File: src/rtl/adc_scan_sequencer.sv
`default_nettype none
// ============================================================================
// Module   : adc_scan_sequencer
// Purpose  : Round-robin ADC channel scanner that stores 8-bit samples into a
//            buffer RAM. Define ADC_SEQ_AVG_EN for 4-conversion averaging.
// Revision : 1.0
// ============================================================================
module adc_scan_sequencer #(
  parameter int DEPTH_LOG2 = 5,
  parameter int TIMEOUT    = 1023
) (
  input  logic                  iCLK,
  input  logic                  iRST_n,
  input  logic                  iSTART,
  input  logic                  iABORT,
  input  logic                  iCONT,
  input  logic [7:0]            iCH_MASK,
  input  logic [15:0]           iDIV,
  output logic                  oADC_GO,
  output logic [2:0]            oADC_CH,
  input  logic                  iADC_DONE,
  input  logic [11:0]           iADC_DATA,
  output logic                  oWR_EN,
  output logic [DEPTH_LOG2-1:0] oWR_ADDR,
  output logic [7:0]            oWR_DATA,
  output logic                  oBUSY,
  output logic                  oDONE,
  output logic                  oERR
);

  localparam int TW = $clog2(TIMEOUT + 1);

  typedef enum logic [2:0] {
    IDLE      = 3'd0,
    WAIT_TICK = 3'd1,
    CONVERT   = 3'd2,
    WRITE     = 3'd3,
    FINISH    = 3'd4
  } state_t;

  state_t                state_q, state_d;
  logic [DEPTH_LOG2-1:0] addr_q, addr_d;
  logic [15:0]           tick_q, tick_d;
  logic [2:0]            ch_q, ch_d;
  logic [7:0]            mask_q, mask_d;
  logic                  cont_q, cont_d;
  logic [TW-1:0]         to_q, to_d;
  logic                  go_q, go_d;
  logic                  wr_en_q, wr_en_d;
  logic [7:0]            wr_data_q, wr_data_d;
  logic                  busy_q, busy_d;
  logic                  done_q, done_d;
  logic                  err_q, err_d;
`ifdef ADC_SEQ_AVG_EN
  logic [1:0]            cv_q, cv_d;
  logic [13:0]           acc_q, acc_d, acc_sum;
`else
  logic                  unused_data_lsbs;
  assign unused_data_lsbs = ^iADC_DATA[3:0];
`endif

  logic [15:0] div_last;
  logic [2:0]  first_ch, next_ch, cand;

  // A divider of 0 behaves like 1: one WAIT_TICK cycle per sample.
  assign div_last = (iDIV == 16'd0) ? 16'd0 : iDIV - 16'd1;

  always_comb begin
    first_ch = 3'd0;
    for (int i = 7; i >= 0; i--) begin
      if (iCH_MASK[i]) first_ch = 3'(i);
    end
  end

  // Descending scan so the smallest forward offset from ch_q wins.
  always_comb begin
    next_ch = ch_q;
    cand    = ch_q;
    for (int i = 7; i >= 1; i--) begin
      cand = ch_q + 3'(i);
      if (mask_q[cand]) next_ch = cand;
    end
  end

  always_comb begin
    state_d   = state_q;
    addr_d    = addr_q;
    tick_d    = tick_q;
    ch_d      = ch_q;
    mask_d    = mask_q;
    cont_d    = cont_q;
    to_d      = to_q;
    go_d      = go_q;
    wr_en_d   = 1'b0;
    wr_data_d = wr_data_q;
    done_d    = 1'b0;
    err_d     = err_q;
`ifdef ADC_SEQ_AVG_EN
    cv_d      = cv_q;
    acc_d     = acc_q;
    acc_sum   = acc_q + 14'(iADC_DATA);
`endif
    unique case (state_q)
      IDLE: begin
        if (iSTART && (iCH_MASK != 8'd0)) begin
          state_d = WAIT_TICK;
          addr_d  = '0;
          tick_d  = 16'd0;
          ch_d    = first_ch;
          mask_d  = iCH_MASK;
          cont_d  = iCONT;
          err_d   = 1'b0;
        end
      end
      WAIT_TICK: begin
        if (iABORT) begin
          state_d = IDLE;
        end else if (tick_q >= div_last) begin
          tick_d  = 16'd0;
          to_d    = '0;
          go_d    = 1'b1;
          state_d = CONVERT;
`ifdef ADC_SEQ_AVG_EN
          cv_d    = 2'd0;
          acc_d   = 14'd0;
`endif
        end else begin
          tick_d = tick_q + 16'd1;
        end
      end
      CONVERT: begin
        if (iABORT) begin
          state_d = IDLE;
          go_d    = 1'b0;
`ifdef ADC_SEQ_AVG_EN
        end else if (!go_q) begin
          // One idle cycle between averaged conversions re-arms the handshake.
          go_d = 1'b1;
          to_d = '0;
        end else if (iADC_DONE) begin
          go_d  = 1'b0;
          acc_d = acc_sum;
          if (cv_q == 2'd3) begin
            wr_data_d = acc_sum[13:6];
            wr_en_d   = 1'b1;
            state_d   = WRITE;
          end else begin
            cv_d = cv_q + 2'd1;
          end
`else
        end else if (iADC_DONE) begin
          go_d      = 1'b0;
          wr_data_d = iADC_DATA[11:4];
          wr_en_d   = 1'b1;
          state_d   = WRITE;
`endif
        end else if (to_q == TW'(TIMEOUT - 1)) begin
          go_d    = 1'b0;
          err_d   = 1'b1;
          state_d = IDLE;
        end else begin
          to_d = to_q + 1'b1;
        end
      end
      WRITE: begin
        ch_d   = next_ch;
        addr_d = addr_q + 1'b1;
        tick_d = 16'd0;
        if (iABORT) begin
          state_d = IDLE;
        end else if (!cont_q && (addr_q == '1)) begin
          state_d = FINISH;
          done_d  = 1'b1;
        end else begin
          state_d = WAIT_TICK;
        end
      end
      FINISH:  state_d = IDLE;
      default: state_d = IDLE;
    endcase
    busy_d = (state_d != IDLE);
  end

  always_ff @(posedge iCLK or negedge iRST_n) begin
    if (!iRST_n) begin
      state_q   <= IDLE;
      addr_q    <= '0;
      tick_q    <= 16'd0;
      ch_q      <= 3'd0;
      mask_q    <= 8'd0;
      cont_q    <= 1'b0;
      to_q      <= '0;
      go_q      <= 1'b0;
      wr_en_q   <= 1'b0;
      wr_data_q <= 8'd0;
      busy_q    <= 1'b0;
      done_q    <= 1'b0;
      err_q     <= 1'b0;
`ifdef ADC_SEQ_AVG_EN
      cv_q      <= 2'd0;
      acc_q     <= 14'd0;
`endif
    end else begin
      state_q   <= state_d;
      addr_q    <= addr_d;
      tick_q    <= tick_d;
      ch_q      <= ch_d;
      mask_q    <= mask_d;
      cont_q    <= cont_d;
      to_q      <= to_d;
      go_q      <= go_d;
      wr_en_q   <= wr_en_d;
      wr_data_q <= wr_data_d;
      busy_q    <= busy_d;
      done_q    <= done_d;
      err_q     <= err_d;
`ifdef ADC_SEQ_AVG_EN
      cv_q      <= cv_d;
      acc_q     <= acc_d;
`endif
    end
  end

  assign oADC_GO  = go_q;
  assign oADC_CH  = ch_q;
  assign oWR_EN   = wr_en_q;
  assign oWR_ADDR = addr_q;
  assign oWR_DATA = wr_data_q;
  assign oBUSY    = busy_q;
  assign oDONE    = done_q;
  assign oERR     = err_q;

endmodule
`default_nettype wire

File: config.mk
export PLATFORM = sky130hd
export DESIGN_NAME = adc_scan_sequencer
export DESIGN_NICKNAME = d
export VERILOG_FILES = /design/src/rtl/adc_scan_sequencer.sv
export SDC_FILE = /design/constraint.sdc
export NUM_CORES = 1
export LEC_CHECK = 0
export ABC_CLOCK_PERIOD_IN_PS = 3400
export CORE_ASPECT_RATIO = 0.9
export CORE_MARGIN = 4
export CORE_UTILIZATION = 55
export CTS_CLUSTER_DIAMETER = 50
export DETAILED_ROUTE_END_ITERATION = 7
export MAX_ROUTING_LAYER = met4
export PLACE_DENSITY = 0.81
export SYNTH_ARGS = -nofsm -noshare
export SYNTH_HDL_FRONTEND = slang
export SYNTH_SLANG_ARGS = --single-unit
File: constraint.sdc
create_clock -name iCLK -period 3.4 [get_ports iCLK]
set_input_delay 0.34 -clock iCLK [delete_from_list [all_inputs] [get_ports iCLK]]
set_output_delay 0.34 -clock iCLK [all_outputs]
set_load 0.05 [all_outputs]
After elaboration in Yosys (flattened, before gate mapping)

Index checks and enable logic that the tools add are counted.

Register bits: 59
Latch bits: 0
RAM bits: 0
Bits in read-only memories: 0
Bits of input ports: 42
Output and inout bits: 21
Logic and storage cells: 136
Memories: 0

Add/sub/neg operators: 11
Multiply operators: 0
Div/mod/pow operators: 0
Magnitude comparators: 8
Eq/ne operators: 14
Shifts and indexed selects: 0
Mux-type cells: 70
Bitwise gates (word level): 1
Reduce and logical (&&, ||, !) cells: 19

Operators by type and width:

| operator              | number |
|---|---|
| $mux 3                | 24 |
| $mux 16               | 4 |
| $mux 10               | 5 |
| $pmux 16 s3           | 1 |
| $lt 3x4->1 const B    | 7 |
| $mux 1                | 22 |
| $bmux 1 s3            | 7 |
| $pmux 10 s2           | 1 |
| $add 16x1->16 const B | 1 |
| $ge 16x16->1          | 1 |
| $logic_not 16->1      | 1 |
| $sub 16x1->16 const B | 1 |
| $ne 2x2->1 const B    | 7 |
| $add 3x3->3 const B   | 4 |
| $pmux 3 s4            | 1 |
| $add 10x1->10 const B | 1 |
| $eq 10x10->1 const B  | 1 |
| $pmux 5 s2            | 1 |
| $reduce_and 3->1      | 3 |
| $ne 8x8->1 const B    | 1 |
| $reduce_bool 8->1     | 1 |
| $add 3x2->3 const B   | 2 |
| $eq 3x2->1 const B    | 2 |
| $pmux 3 s2            | 1 |
| other kinds (17)      | 23 |

Longest topological paths before layout

Depth after elaboration: 11
Mapped depth: 14

Least setup slack after synthesis

Ideal clock, no wire load.

Path kind: input -> register
Start point: input iDIV[7]
End point: register tick_q[2]
Library setup time: 116 ps
Arrival time: 3299 ps
Required time: 3284 ps
Path slack: -15 ps
Cell stages on the path: 14
Buffers on the path: 0
Cell sequence: or4_1 -> nor3_1 -> and3_1 -> nand2_1 -> xnor2_1 -> nand2_1 -> ha_1 -> a21o_1 -> a21o_1 -> a21oi_1 -> o211a_1 -> nand3_1 -> or4b_1 -> o311ai_0

Word-level cells in the longest chain between the ends: 6
Elaborated cells on any way between the ends: 7

RTL lines:

| element                                                  | line | text |
|---|---|---|
| start: declaration                                       | 18   | `input logic [15:0] iDIV,` |
| $sub 16x1->16 / $logic_not 16->1 (equally long branches) | 66   | `assign div_last = (iDIV == 16'd0) ? 16'd0 : iDIV - 16'd1;` |
| $mux 16 (*)                                              | 66   |  |
| $ge 16x16->1 (*)                                         | 118  | `end else if (tick_q >= div_last) begin` |
| $mux 16 (*)                                              | 118  |  |
| $mux 16 (*)                                              | 116  | `if (iABORT) begin` |
| $pmux 16 s3 (*)                                          | 103  | `unique case (state_q)` |
| end signal: assignment                                   | 206  | `tick_q <= tick_d;` |
| end: declaration                                         | 43   | `logic [15:0] tick_q, tick_d;` |

Every way passes the cells marked *; elsewhere a longest branch is shown, timed or not. The select of a mux whose other input is x is not followed.
A chain may end at the register's enable or synchronous reset.

Worst setup path after layout

Start point: input iDIV[8]
End point: register to_q[9]

Word-level cells in the longest chain between the ends: 5
Elaborated cells on any way between the ends: 6

RTL lines:

| element                                                  | line | text |
|---|---|---|
| $sub 16x1->16 / $logic_not 16->1 (equally long branches) | 66   |  |
| $mux 16 (*)                                              | 66   |  |
| $ge 16x16->1 (*)                                         | 118  |  |
| $ne 2x2->1 (no line) (*)                                 | -    |  |
| $reduce_and 6->1 (no line) (*)                           | -    |  |
| end signal: assignment                                   | 210  | `to_q <= to_d;` |
| end: declaration                                         | 47   | `logic [TW-1:0] to_q, to_d;` |

Every way passes the cells marked *; elsewhere a longest branch is shown, timed or not.

==> qor.yml <==
status:
  status: "completed"
global_routing:
  grt_usage_pct: 25.4
  grt_pass1_vias: 3930
  grt_max_degree: 37
  overflow: 0
  antenna_found_initial: 0
  grt_pass1_wl_mm: 18.5
route:
  firstDrtPassIters: 6
  wirelength_mm: 11.2
  route.detailed.drc: 0
  vias_per_cell: 6.10
  vias: 4040
  drt-wirelength-per-cell_um: 16.9
  drtIter0Drc: 239
  antenna_left: 0
place:
  placed_area_um2: 5160
  io_buffers: 58
  dp_hpwl_mm: 7.96
  dp_cells: 642
  gp_congestion: 0.842
worst_setup_path:
  cpMaxStageDelayCell: "or4_4"
  crit_chain: "buf_6, or4_4, nor3_4, buf_4, and3_4, nand2_2, xnor2_1, nand2_1, ha_4, buf_4, nand4_1, nor3_2, nand2_1, o211ai_1, o21ai_2, buf_6, a211oi_4, a2bb2oi_2"
  cp.required_ns: 3.69
  rrSetupSlack_ns: 0.87
  critPathLaunchType: "input pin"
  max_stage_delay_ns: 0.55
  endpoint_kind: "register"
  path_max_fanout: 8
  path_class: "input pin to register"
  cp.arrival_ns: 3.65
  timing.critical_path.buf_inv: 4
  cp_top_family: "simple AND/OR/NAND/NOR gates"
final_layout:
  final_cell_mix: "nand2_1 (65), dfrtp_1 (59), clkdlybuf4s50_1 (53)"
  diodes: 0
  final_common_cell: "nand2_1"
  fin_area_um2: 5510
  finalNonFillerCells: 662
  nets: 628
  fillers: 552
  layout-drive-gt1-share_pct: 19.6
  synthToLayoutAreaGrowth_pct: 27.9
power:
  peakVddDrop_v: 0.000302
  p_leak_nw: 2.45
  internal_power_w: 0.00157
  seq_power_share_pct: 35.2
  total_power_w: 0.00244
  p_per_area_nw_per_um2: 443
  switching_share_pct: 35.5
  power_frac_comb_pct: 35.0
  p_sw_w: 0.000867
  power_frac_clock_pct: 29.9
floorplan:
  design.core.area_um2: 7580
  dieWidth_um: 101
  rows: 30
  dieHeight_um: 91.9
  start_util_pct: 56.8
  io_pins: 63
  dieArea_um2: 9310
logic_synthesis:
  yosysTopAreaCellShare_pct: 34.3
  yosys.area.top_type: "dfrtp_1"
  syn_area_per_cell_um2: 9.10
  ys_seq_elements: 59
  ys_warn_count: 0
  yosysUniqueCellTypes: 60
  synth.area.top_cells: "dfrtp_1 (34%), ha_1 (7.3%), mux2_2 (6.0%)"
  synth_edf_count: 0
  async_flop_share_pct: 100
  syn_nets: 540
  synthFlopType: "dfrtp_1"
  syn_area_um2: 4310
  syn_inst: 473
  yosysSeqAreaShare_pct: 34.3
clock_network:
  h-tree-depth: 3
  root_buffer: "clkbuf_8"
  cts_max_path_buffers: 2
  clk-insertion-delay-late_ns: 0.35
  path_clk_slew_ns: 0.07
  cts_sinks: 59
  cts_buffers: 9
  cts_hold_buf: 0
  cts_tree: "yes"
timing:
  holdWs_ns: 0.0718
  slew_violations: 0
  tightest_slew_ns: 0.810
  hold_viol: 0
  fin_crit_sh_pct: 99.0
  setup_viol: 0
  skew_ns: 0.00851
  max_freq_ghz: 0.297
  period_needed_ns: 3.37
  relSlewSlack_pct: 45.8
min_path:
  hold_path.class: "input pin to async pin"
run:
  max_cap_violations: 0
flip-flops by register name, indices dropped and copies added, names as in the netlist:
| register | flops |
|---|---|
| cont_q | 1 |
| mask_q | 8 |
| oADC_CH | 3 |
| oADC_GO | 1 |
| oBUSY | 1 |
| oDONE | 1 |
| oERR | 1 |
| oWR_ADDR | 5 |
| oWR_DATA | 8 |
| oWR_EN | 1 |
| state_q | 3 |
| tick_q | 16 |
| to_q | 10 |
cells by family (layout without fill, tap and decap cells):
logic type	after synthesis	after routing	synth area share (%)
adder cells (fa/ha/maj)	25	25	7.27
multiplexers	39	39	13.7
AND/OR/NAND/NOR	187	187	20.5
XOR/XNOR	26	26	5.29
AO/OA/AOI/OAI	104	104	15.6
flip-flops	59	59	34.3
buffers and inverters	33	126	3.40
synth_stat cells, drive strengths merged, types with 14 or more instances:
| cell type | count |
|---|---|
| nand2 | 68 |
| dfrtp | 59 |
| nor2 | 41 |
| a21oi | 31 |
| ha | 25 |
| o21ai | 25 |
| mux2 | 23 |
| nor3 | 20 |
| xor2 | 17 |
| inv | 16 |
| nand3 | 14 |
layer usage:
| metal | wire (um) | up-vias | GRT usage [%] |
|---|---|---|---|
| met5 | 0 | - | - |
| met3 | 752 | 19 | 6.24 |
| met1 | 4810 | 1942 | 33.7 |
| met4 | 161 | 0 | 8.08 |
| met2 | 5440 | 171 | 38.3 |
| li1 | - | 1908 | - |
what timing repair did:
| item | 4_1_cts | 5_1_grt |
|---|---|---|
| pin swaps | 10 | 15 |
| endpoints found under the hold margin | 0 | 0 |
| buffers inserted | 3 | 2 |
| setup endpoints to repair | 26 | 29 |
| resized for setup | 12 | 21 |
power groups by stage:
stage | sequential (W) | combinational (W) | clock, W
after floorplan | 0.000869 | 0.000581 | 0
after global placement | 0.000860 | 0.000801 | 0
after detailed placement | 0.000867 | 0.000827 | 0
after CTS | 0.000854 | 0.000840 | 0.000741
after global routing | 0.000869 | 0.000928 | 0.000769
final | 0.000858 | 0.000853 | 0.000729
metrics by stage:
stage	setup WS, ns	setup TNS, ns	util (%)
final	0.0330	0	72.6
after global routing	-0.0690	-0.176	72.6
after detailed placement	-0.658	-12.20	68.0
after global placement	-0.403	-7.87	68.0
after CTS	0.0110	0	71.6
after floorplan	0.0466	0	-
area by class of cell:
cell class,count,area (um^2),area share [%]
clock inverter,7,98.8,1.79
sequential,59,1480,26.8
clock buffer,9,124,2.25
tap,96,120,2.18
inverter,17,63.8,1.16
multi-input combinational,381,2800,50.8
timing repair buffer,93,828,15.0
worst reg2reg max path, delay by kind of cell, from the launching register on:
kind | cells | cell delay (ns)
flip-flops | 1 | 0.35
AO/OA/AOI/OAI | 5 | 0.73
adder cells (fa/ha/maj) | 1 | 0.50
multiplexers | 2 | 0.75
buffers and inverters | 1 | 0.10
worst paths after layout:
kind,end,depth (start not counted),from
worst max-delay path,to_q[9]$_DFFE_PN0P_,18,iDIV[8]
worst min-delay path,tick_q[7]$_DFFE_PN0P_,1,iRST_n
worst max register to register,oADC_CH[0]$_DFFE_PN0P_,9,oADC_CH[1]$_DFFE_PN0P_
worst min register to register,oWR_DATA[1]$_DFFE_PN0P_,1,oWR_DATA[1]$_DFFE_PN0P_
max in group asynchronous,to_q[3]$_DFFE_PN0P_,2,iRST_n
min in group iCLK,oWR_DATA[1]$_DFFE_PN0P_,1,oWR_DATA[1]$_DFFE_PN0P_
Power figures use the tool's default switching activity.
